[src/rtl/riscv_mem_pkg.sv]
// Shared load/store encodings, MEM sequencer state encoding and access-size
// helpers for the data-side memory path.
package riscv_mem_pkg;

  localparam logic [2:0] LB  = 3'b000;
  localparam logic [2:0] LH  = 3'b001;
  localparam logic [2:0] LW  = 3'b010;
  localparam logic [2:0] LBU = 3'b100;
  localparam logic [2:0] LHU = 3'b101;

  localparam logic [2:0] SB  = 3'b000;
  localparam logic [2:0] SH  = 3'b001;
  localparam logic [2:0] SW  = 3'b010;

  typedef enum logic [1:0] {
    ST_IDLE = 2'd0,
    ST_REQ  = 2'd1,
    ST_WAIT = 2'd2,
    ST_DONE = 2'd3
  } mem_state_e;

  typedef enum logic [1:0] {
    SZ_BYTE,
    SZ_HALF,
    SZ_WORD
  } acc_size_e;

  // Unknown encodings fall through to word size.
  function automatic acc_size_e ld_size(input logic [2:0] sel);
    case (sel)
      LB, LBU: return SZ_BYTE;
      LH, LHU: return SZ_HALF;
      default: return SZ_WORD;
    endcase
  endfunction

  function automatic acc_size_e st_size(input logic [2:0] sel);
    case (sel)
      SB:      return SZ_BYTE;
      SH:      return SZ_HALF;
      default: return SZ_WORD;
    endcase
  endfunction

  function automatic logic is_misaligned(input acc_size_e sz, input logic [1:0] lo);
    case (sz)
      SZ_HALF: return lo[0];
      SZ_WORD: return lo != 2'b00;
      default: return 1'b0;
    endcase
  endfunction

endpackage

[src/rtl/dmem_lane_align.sv]
// Combinational lane alignment for a 32-bit data bus.
//  Request side : we, ld_sel, st_sel, addr_lo, wdata -> be, wdata_lane, misalign
//  Response side: ext_sel, ext_addr_lo, rdata        -> ext_data (extended load)
module dmem_lane_align
  import riscv_mem_pkg::*;
(
  input  logic        we,
  input  logic [2:0]  ld_sel,
  input  logic [2:0]  st_sel,
  input  logic [1:0]  addr_lo,
  input  logic [31:0] wdata,
  output logic [3:0]  be,
  output logic [31:0] wdata_lane,
  output logic        misalign,
  input  logic [2:0]  ext_sel,
  input  logic [1:0]  ext_addr_lo,
  input  logic [31:0] rdata,
  output logic [31:0] ext_data
);

  acc_size_e   size;
  logic [7:0]  byte_v;
  logic [15:0] half_v;

  always_comb begin
    size       = we ? st_size(st_sel) : ld_size(ld_sel);
    misalign   = is_misaligned(size, addr_lo);
    be         = 4'hF;
    wdata_lane = wdata;
    if (we) begin
      case (size)
        SZ_BYTE: begin
          be         = 4'b0001 << addr_lo;
          wdata_lane = {4{wdata[7:0]}};
        end
        SZ_HALF: begin
          be         = 4'b0011 << addr_lo;
          wdata_lane = {2{wdata[15:0]}};
        end
        default: begin
          be         = 4'hF;
          wdata_lane = wdata;
        end
      endcase
    end
  end

  always_comb begin
    byte_v = rdata[8*ext_addr_lo +: 8];
    half_v = ext_addr_lo[1] ? rdata[31:16] : rdata[15:0];
    case (ext_sel)
      LB:      ext_data = {{24{byte_v[7]}}, byte_v};
      LBU:     ext_data = {24'h0, byte_v};
      LH:      ext_data = {{16{half_v[15]}}, half_v};
      LHU:     ext_data = {16'h0, half_v};
      default: ext_data = rdata;
    endcase
  end

endmodule

[src/rtl/dmem_access_ctrl.sv]
// MEM-stage data-memory sequencer: turns the load/store held in EX/MEM into a
// valid/ready bus transaction and stalls the pipeline until it completes.
//  Pipeline side: rd_en_M, wr_en_M, load_sel_M, store_sel_M, addr_M, wdata_M in;
//                 stall_M, load_data_M, misalign_M, bus_err out.
//  Bus side     : bus_req, bus_we, bus_addr, bus_be, bus_wdata out;
//                 bus_ready, bus_rvalid, bus_rdata in.
module dmem_access_ctrl
  import riscv_mem_pkg::*;
#(
  parameter int unsigned TIMEOUT_CYC = 64,
  parameter int unsigned CNT_W       = 7
) (
  input  logic        clk,
  input  logic        rst,
  input  logic        rd_en_M,
  input  logic        wr_en_M,
  input  logic [2:0]  load_sel_M,
  input  logic [2:0]  store_sel_M,
  input  logic [31:0] addr_M,
  input  logic [31:0] wdata_M,
  output logic        stall_M,
  output logic [31:0] load_data_M,
  output logic        misalign_M,
  output logic        bus_err,
  output logic        bus_req,
  output logic        bus_we,
  output logic [31:0] bus_addr,
  output logic [3:0]  bus_be,
  output logic [31:0] bus_wdata,
  input  logic        bus_ready,
  input  logic        bus_rvalid,
  input  logic [31:0] bus_rdata
);

  mem_state_e       state, state_n;
  logic [CNT_W-1:0] cnt;
  logic [2:0]       sel_q;
  logic [1:0]       addr_lo_q;

  logic        access;
  logic        timeout;
  logic        mis_c;
  logic        misalign_c;
  logic        err_c;
  logic [3:0]  be_c;
  logic [31:0] wdata_c;
  logic [31:0] ext_data;

  assign access  = rd_en_M | wr_en_M;
  assign timeout = (cnt == CNT_W'(TIMEOUT_CYC - 1));

  dmem_lane_align u_align (
    .we          (wr_en_M),
    .ld_sel      (load_sel_M),
    .st_sel      (store_sel_M),
    .addr_lo     (addr_M[1:0]),
    .wdata       (wdata_M),
    .be          (be_c),
    .wdata_lane  (wdata_c),
    .misalign    (mis_c),
    .ext_sel     (sel_q),
    .ext_addr_lo (addr_lo_q),
    .rdata       (bus_rdata),
    .ext_data    (ext_data)
  );

  // Acceptance / rvalid take priority over a timeout landing in the same cycle.
  always_comb begin
    state_n    = state;
    misalign_c = 1'b0;
    err_c      = 1'b0;
    case (state)
      ST_IDLE: begin
        if (access) begin
          if (mis_c) misalign_c = 1'b1;
          else       state_n    = ST_REQ;
        end
      end
      ST_REQ: begin
        if (bus_ready) begin
          state_n = bus_we ? ST_DONE : ST_WAIT;
        end else if (timeout) begin
          err_c   = 1'b1;
          state_n = ST_DONE;
        end
      end
      ST_WAIT: begin
        if (bus_rvalid) begin
          state_n = ST_DONE;
        end else if (timeout) begin
          err_c   = 1'b1;
          state_n = ST_DONE;
        end
      end
      default: state_n = ST_IDLE;
    endcase
  end

  // Combinational flags are gated by rst so every output reads 0 while reset is held.
  assign stall_M    = ~rst & access & (state != ST_DONE) & ~misalign_c;
  assign misalign_M = ~rst & misalign_c;
  assign bus_err    = ~rst & err_c;

  always_ff @(posedge clk or posedge rst) begin
    if (rst) begin
      state       <= ST_IDLE;
      cnt         <= '0;
      sel_q       <= '0;
      addr_lo_q   <= '0;
      load_data_M <= '0;
      bus_req     <= 1'b0;
      bus_we      <= 1'b0;
      bus_addr    <= '0;
      bus_be      <= '0;
      bus_wdata   <= '0;
    end else begin
      state <= state_n;
      case (state)
        ST_IDLE: begin
          if (access) begin
            if (mis_c) begin
              if (!wr_en_M) load_data_M <= '0;
            end else begin
              cnt       <= '0;
              bus_req   <= 1'b1;
              bus_we    <= wr_en_M;
              bus_addr  <= {addr_M[31:2], 2'b00};
              bus_be    <= be_c;
              bus_wdata <= wr_en_M ? wdata_c : '0;
              sel_q     <= load_sel_M;
              addr_lo_q <= addr_M[1:0];
            end
          end
        end
        ST_REQ: begin
          cnt <= cnt + 1'b1;
          if (bus_ready || timeout) bus_req <= 1'b0;
          if (!bus_ready && timeout) load_data_M <= '0;
        end
        ST_WAIT: begin
          cnt <= cnt + 1'b1;
          if (bus_rvalid)   load_data_M <= ext_data;
          else if (timeout) load_data_M <= '0;
        end
        default: ;
      endcase
    end
  end

endmodule

[config.mk]
export PLATFORM = sky130hd
export DESIGN_NAME = dmem_access_ctrl
export DESIGN_NICKNAME = d
export VERILOG_FILES = /design/src/rtl/riscv_mem_pkg.sv /design/src/rtl/dmem_lane_align.sv /design/src/rtl/dmem_access_ctrl.sv
export SDC_FILE = /design/constraint.sdc
export NUM_CORES = 1
export LEC_CHECK = 0
export BUFFER_PORTS_ARGS = -buffer_cell sky130_fd_sc_hd__buf_2
export CAP_MARGIN = 20
export CORE_ASPECT_RATIO = 0.5
export CORE_MARGIN = 2
export CORE_UTILIZATION = 51
export CTS_BUF_LIST = sky130_fd_sc_hd__clkbuf_4
export DETAILED_ROUTE_END_ITERATION = 8
export HOLD_SLACK_MARGIN = 0.1
export PLACE_DENSITY_LB_ADDON = 0.15
export SYNTH_ARGS = -nofsm -noshare
export SYNTH_HDL_FRONTEND = slang
export SYNTH_SLANG_ARGS = --single-unit
[constraint.sdc]
create_clock -name clk -period 5 [get_ports clk]
set_input_delay 0.75 -clock clk [delete_from_list [all_inputs] [get_ports clk]]
set_output_delay 0.75 -clock clk [all_outputs]
set_load 0.02 [all_outputs]
==> metrics.md <==
| Metric | Value |
|---|---|
| Effective utilization at floorplan | 51.7% |
| Initial antenna violation count | 0 |
| Antenna diodes | 0 |
| RSZ-0062 raised after global routing | no |
| Core box area | 10,900 um^2 |
| Final period utilization | 69.2% |
| Share of post-route cells with drive strength above 1 | 33.5% |
| Capturing element type of the critical path | output port |
| Result of the run | completed |
| Worst-Skew Late Latency | 0.53 ns |
| P&R area growth vs syn | 25.8% |
| Net Sw Power | 2.05 mW |
| Arr. time, crit path | 2.71 ns |
| Area leader, netlist | sky130_fd_sc_hd__dfrtp_1 |
| Maximum clock insertion buffer count | 2 |
| Synth Instances | 571 |
| Total chip power | 4.64 mW |
| Max Clock Freq | 0.289 GHz |
| Number of clock buffers inserted by TritonCTS | 17 |
| Clock root buffer master | sky130_fd_sc_hd__clkbuf_4 |
| Fraction of power consumed by the clock network | 17.5% |
| First-pass DRT Iterations | 5 |
| Global placement routability congestion | 0.833 |
| Highest fanout seen on the critical path | 14 |
| Final-report hold violation count | 0 |
| Yosys warning total | 0 |
| Critical path start-end classification | in2out |
| Worst-case register-to-register setup slack | 2.32 ns |
| Final routed DRC violation total | 0 |
| CTS Hold Bufs | 0 |
| Vias per Instance | 5.51 |
| Vias in the first global route | 4,735 |
| Non-filler cells in the finished layout | 924 |
| Required time at the endpoint of the critical path | 4.25 ns |
| Number of synthesized register bits | 114 |
| Synth unique cells | 54 |
| Number of placed I/O pins | 213 |
| Total wire length | 15,100 um |
| Combinational share of power | 46.9% |
| Largest net degree at the start of global routing | 86 |
| # placed instances | 892 |
| WL per Instance | 16.4 um |
| Width of the die | 152 um |
| Global route overflow | 0 |
| Slew at the pin closest to its max-slew limit | 1.04 ns |
| Clock edge transition at the registers on the reported setup and hold paths | 0.12 ns |
| H-tree depth | 4 |
| Leakage | 3.56 nW |
| Count of max-cap constraint violations | 0 |
| Worst-case clock skew | 0.0231 ns |
| Initial DRC count | 436 |
| Die H | 78.2 um |
| Headroom to the max-slew limit | 30.5% |
| Source of the worst register-to-register timing path | state[0] |
| Num rows | 27 |
| Number of port buffers | 210 |
| Sequential area share after synthesis | 50.8% |
| Total power density per cell area | 656 nW/um^2 |
| Die Area | 11,900 um^2 |
| Sequential Power Share | 35.6% |
| Number of enable flip-flop cells after synthesis | 0 |
| Buffers inserted by post-CTS timing repair | 0 |
| Syn Area/Cell | 9.84 um^2 |
| Largest cells by area after synthesis | sky130_fd_sc_hd__dfrtp_1, sky130_fd_sc_hd__mux2_1, sky130_fd_sc_hd__nand2_1, sky130_fd_sc_hd__nor2_1, sky130_fd_sc_hd__a22o_1 |
| Number of nets still failing antenna checks after routing | 0 |
| Kind of path behind the tightest hold check | in2async |
| Final setup violation count | 0 |
| Worst Setup Start Kind | input pin |
| Minimum clock period | 3.46 ns |
| Setup_tns | 0 ns |
| Hpwl dp | 10,500 um |
| Syn Std Cell Area | 5620 um^2 |
| Total count of max-transition violations in the final report | 0 |
| Total via count in the routed design | 5,088 |
| Maximum vdd drop | 0.267 mV |
| Synth async-reset ratio | 100% |
| Internal power | 2.59 mW |
| First element of the critical path | wr_en_M |
| PostCTS Resize Cnt | 0 |
| Switching power share of the total | 44.2% |
| Share of Yosys cell area claimed by the top area cell type | 50.8% |
| Number of nets in the layout | 885 |
| Wire length of the first global-routing pass | 24,300 um |
| Clk sink count | 114 |
| Total GRT Usage | 25.8% |
| Top_reg_cell synth | sky130_fd_sc_hd__dfrtp_1 |
| Clock tree from TritonCTS | yes |
-- power groups by stage --
stage / combinational, mW / clock (mW) / sequential, mW
6_report: 2.17 / 0.813 / 1.65
5_1_grt: 2.38 / 0.876 / 1.71
3_3_place_gp: 2.13 / 0 / 1.65
2_1_floorplan: 1.12 / 0 / 2.05
4_1_cts: 2.18 / 0.830 / 1.64
3_5_place_dp: 2.18 / 0 / 1.66
-- sequential cells by signal (all words and copies together), names as in the netlist --
name,count
addr_lo_q,2
load_data_M,32
bus_req,1
bus_wdata,32
bus_we,1
cnt,7
bus_addr,30
bus_be,4
state,2
sel_q,3
-- stage by stage --
| stage | utilization (%) | instance area, um^2 | hold slack [ns] | setup slack, ns |
|---|---|---|---|---|
| finish | 65.0 | 7070 | 0.137 | 1.54 |
| global route | 65.0 | 7070 | 0.123 | 1.38 |
| CTS | 64.7 | 7040 | 0.389 | 1.55 |
| detailed placement | 61.7 | 6710 | 0.463 | 1.35 |
| global placement | 61.7 | 6710 | 0.458 | 1.48 |
| floorplan | - | 5620 | 0.480 | 1.23 |
-- cell usage in the layout, fill, tap and decap left out, drive strengths merged, types with 4 or more instances in the layout --
cell,n
a21o,8
bufinv,5
nor3,11
a21oi,11
clkbuf,19
inv,13
mux2,35
o221ai,7
nor2b,4
ha,9
dfrtp,114
o21ai,56
mux2i,8
nand2,99
nand3,8
o31ai,10
a22o,20
a32oi,7
nor2,51
clkinv,5
a31oi,27
buf,216
-- worst paths after layout --
path,end,depth (start not counted)
worst max-delay path,stall_M,10
worst min-delay path,bus_addr[6],2
worst max register to register,bus_addr[18],5
worst min register to register,load_data_M[7],2
max in group asynchronous,bus_addr[18],3
min in group clk,bus_addr[31],2
-- synth_stat cells, drive strengths merged (2+ instances only) --
library cell / number
a21o: 8
a21oi: 11
a22o: 20
a31oi: 27
a32oi: 7
buf: 14
clkbuf: 25
dfrtp: 114
ha: 9
inv: 13
mux2: 35
mux2i: 8
nand2: 99
nand2b: 3
nand3: 8
nand4: 2
nor2: 51
nor2b: 4
nor3: 11
nor4: 3
o211a: 2
o211ai: 2
o21ai: 56
o221ai: 7
o311ai: 2
o31ai: 10
or4: 2
-- cells by family after synthesis --
group,synth area share [%]
fa+ha+maj,2.00
flops,50.8
other cells,0.0667
buf+inv,4.16
mux,8.84
simple gates,14.3
compound gates,19.8
-- area by class of cell --
class                           count  area, um^2
Multi-Input combinational cell    406        2540
Clock inverter                     11         188
Sequential cell                   114        2850
Inverter                           13        51.3
Clock buffer                       19         143
Fill cell                         902        3800
Timing Repair Buffer              216        1120
Tap cell                          145         181
-- routing by layer --
| layer | wire length [um] | track usage (%) |
|---|---|---|
| met4 | 279 | 9.91 |
| met3 | 1040 | 6.13 |
| met1 | 6760 | 34.5 |
| met5 | 0 | 0 |
| met2 | 7050 | 41.3 |
-- critical path, cell delays in order --
cell and delay (ns):
sky130_fd_sc_hd__buf_2 0.15, sky130_fd_sc_hd__nor2_1 0.08, sky130_fd_sc_hd__a32oi_1 0.28, sky130_fd_sc_hd__inv_1 0.08
sky130_fd_sc_hd__ha_1 0.38, sky130_fd_sc_hd__and3_1 0.32, sky130_fd_sc_hd__nor2_1 0.24, sky130_fd_sc_hd__nor2_1 0.06
sky130_fd_sc_hd__nor4_1 0.16, sky130_fd_sc_hd__buf_2 0.21
Note: power is estimated with default switching activity, not from simulation.
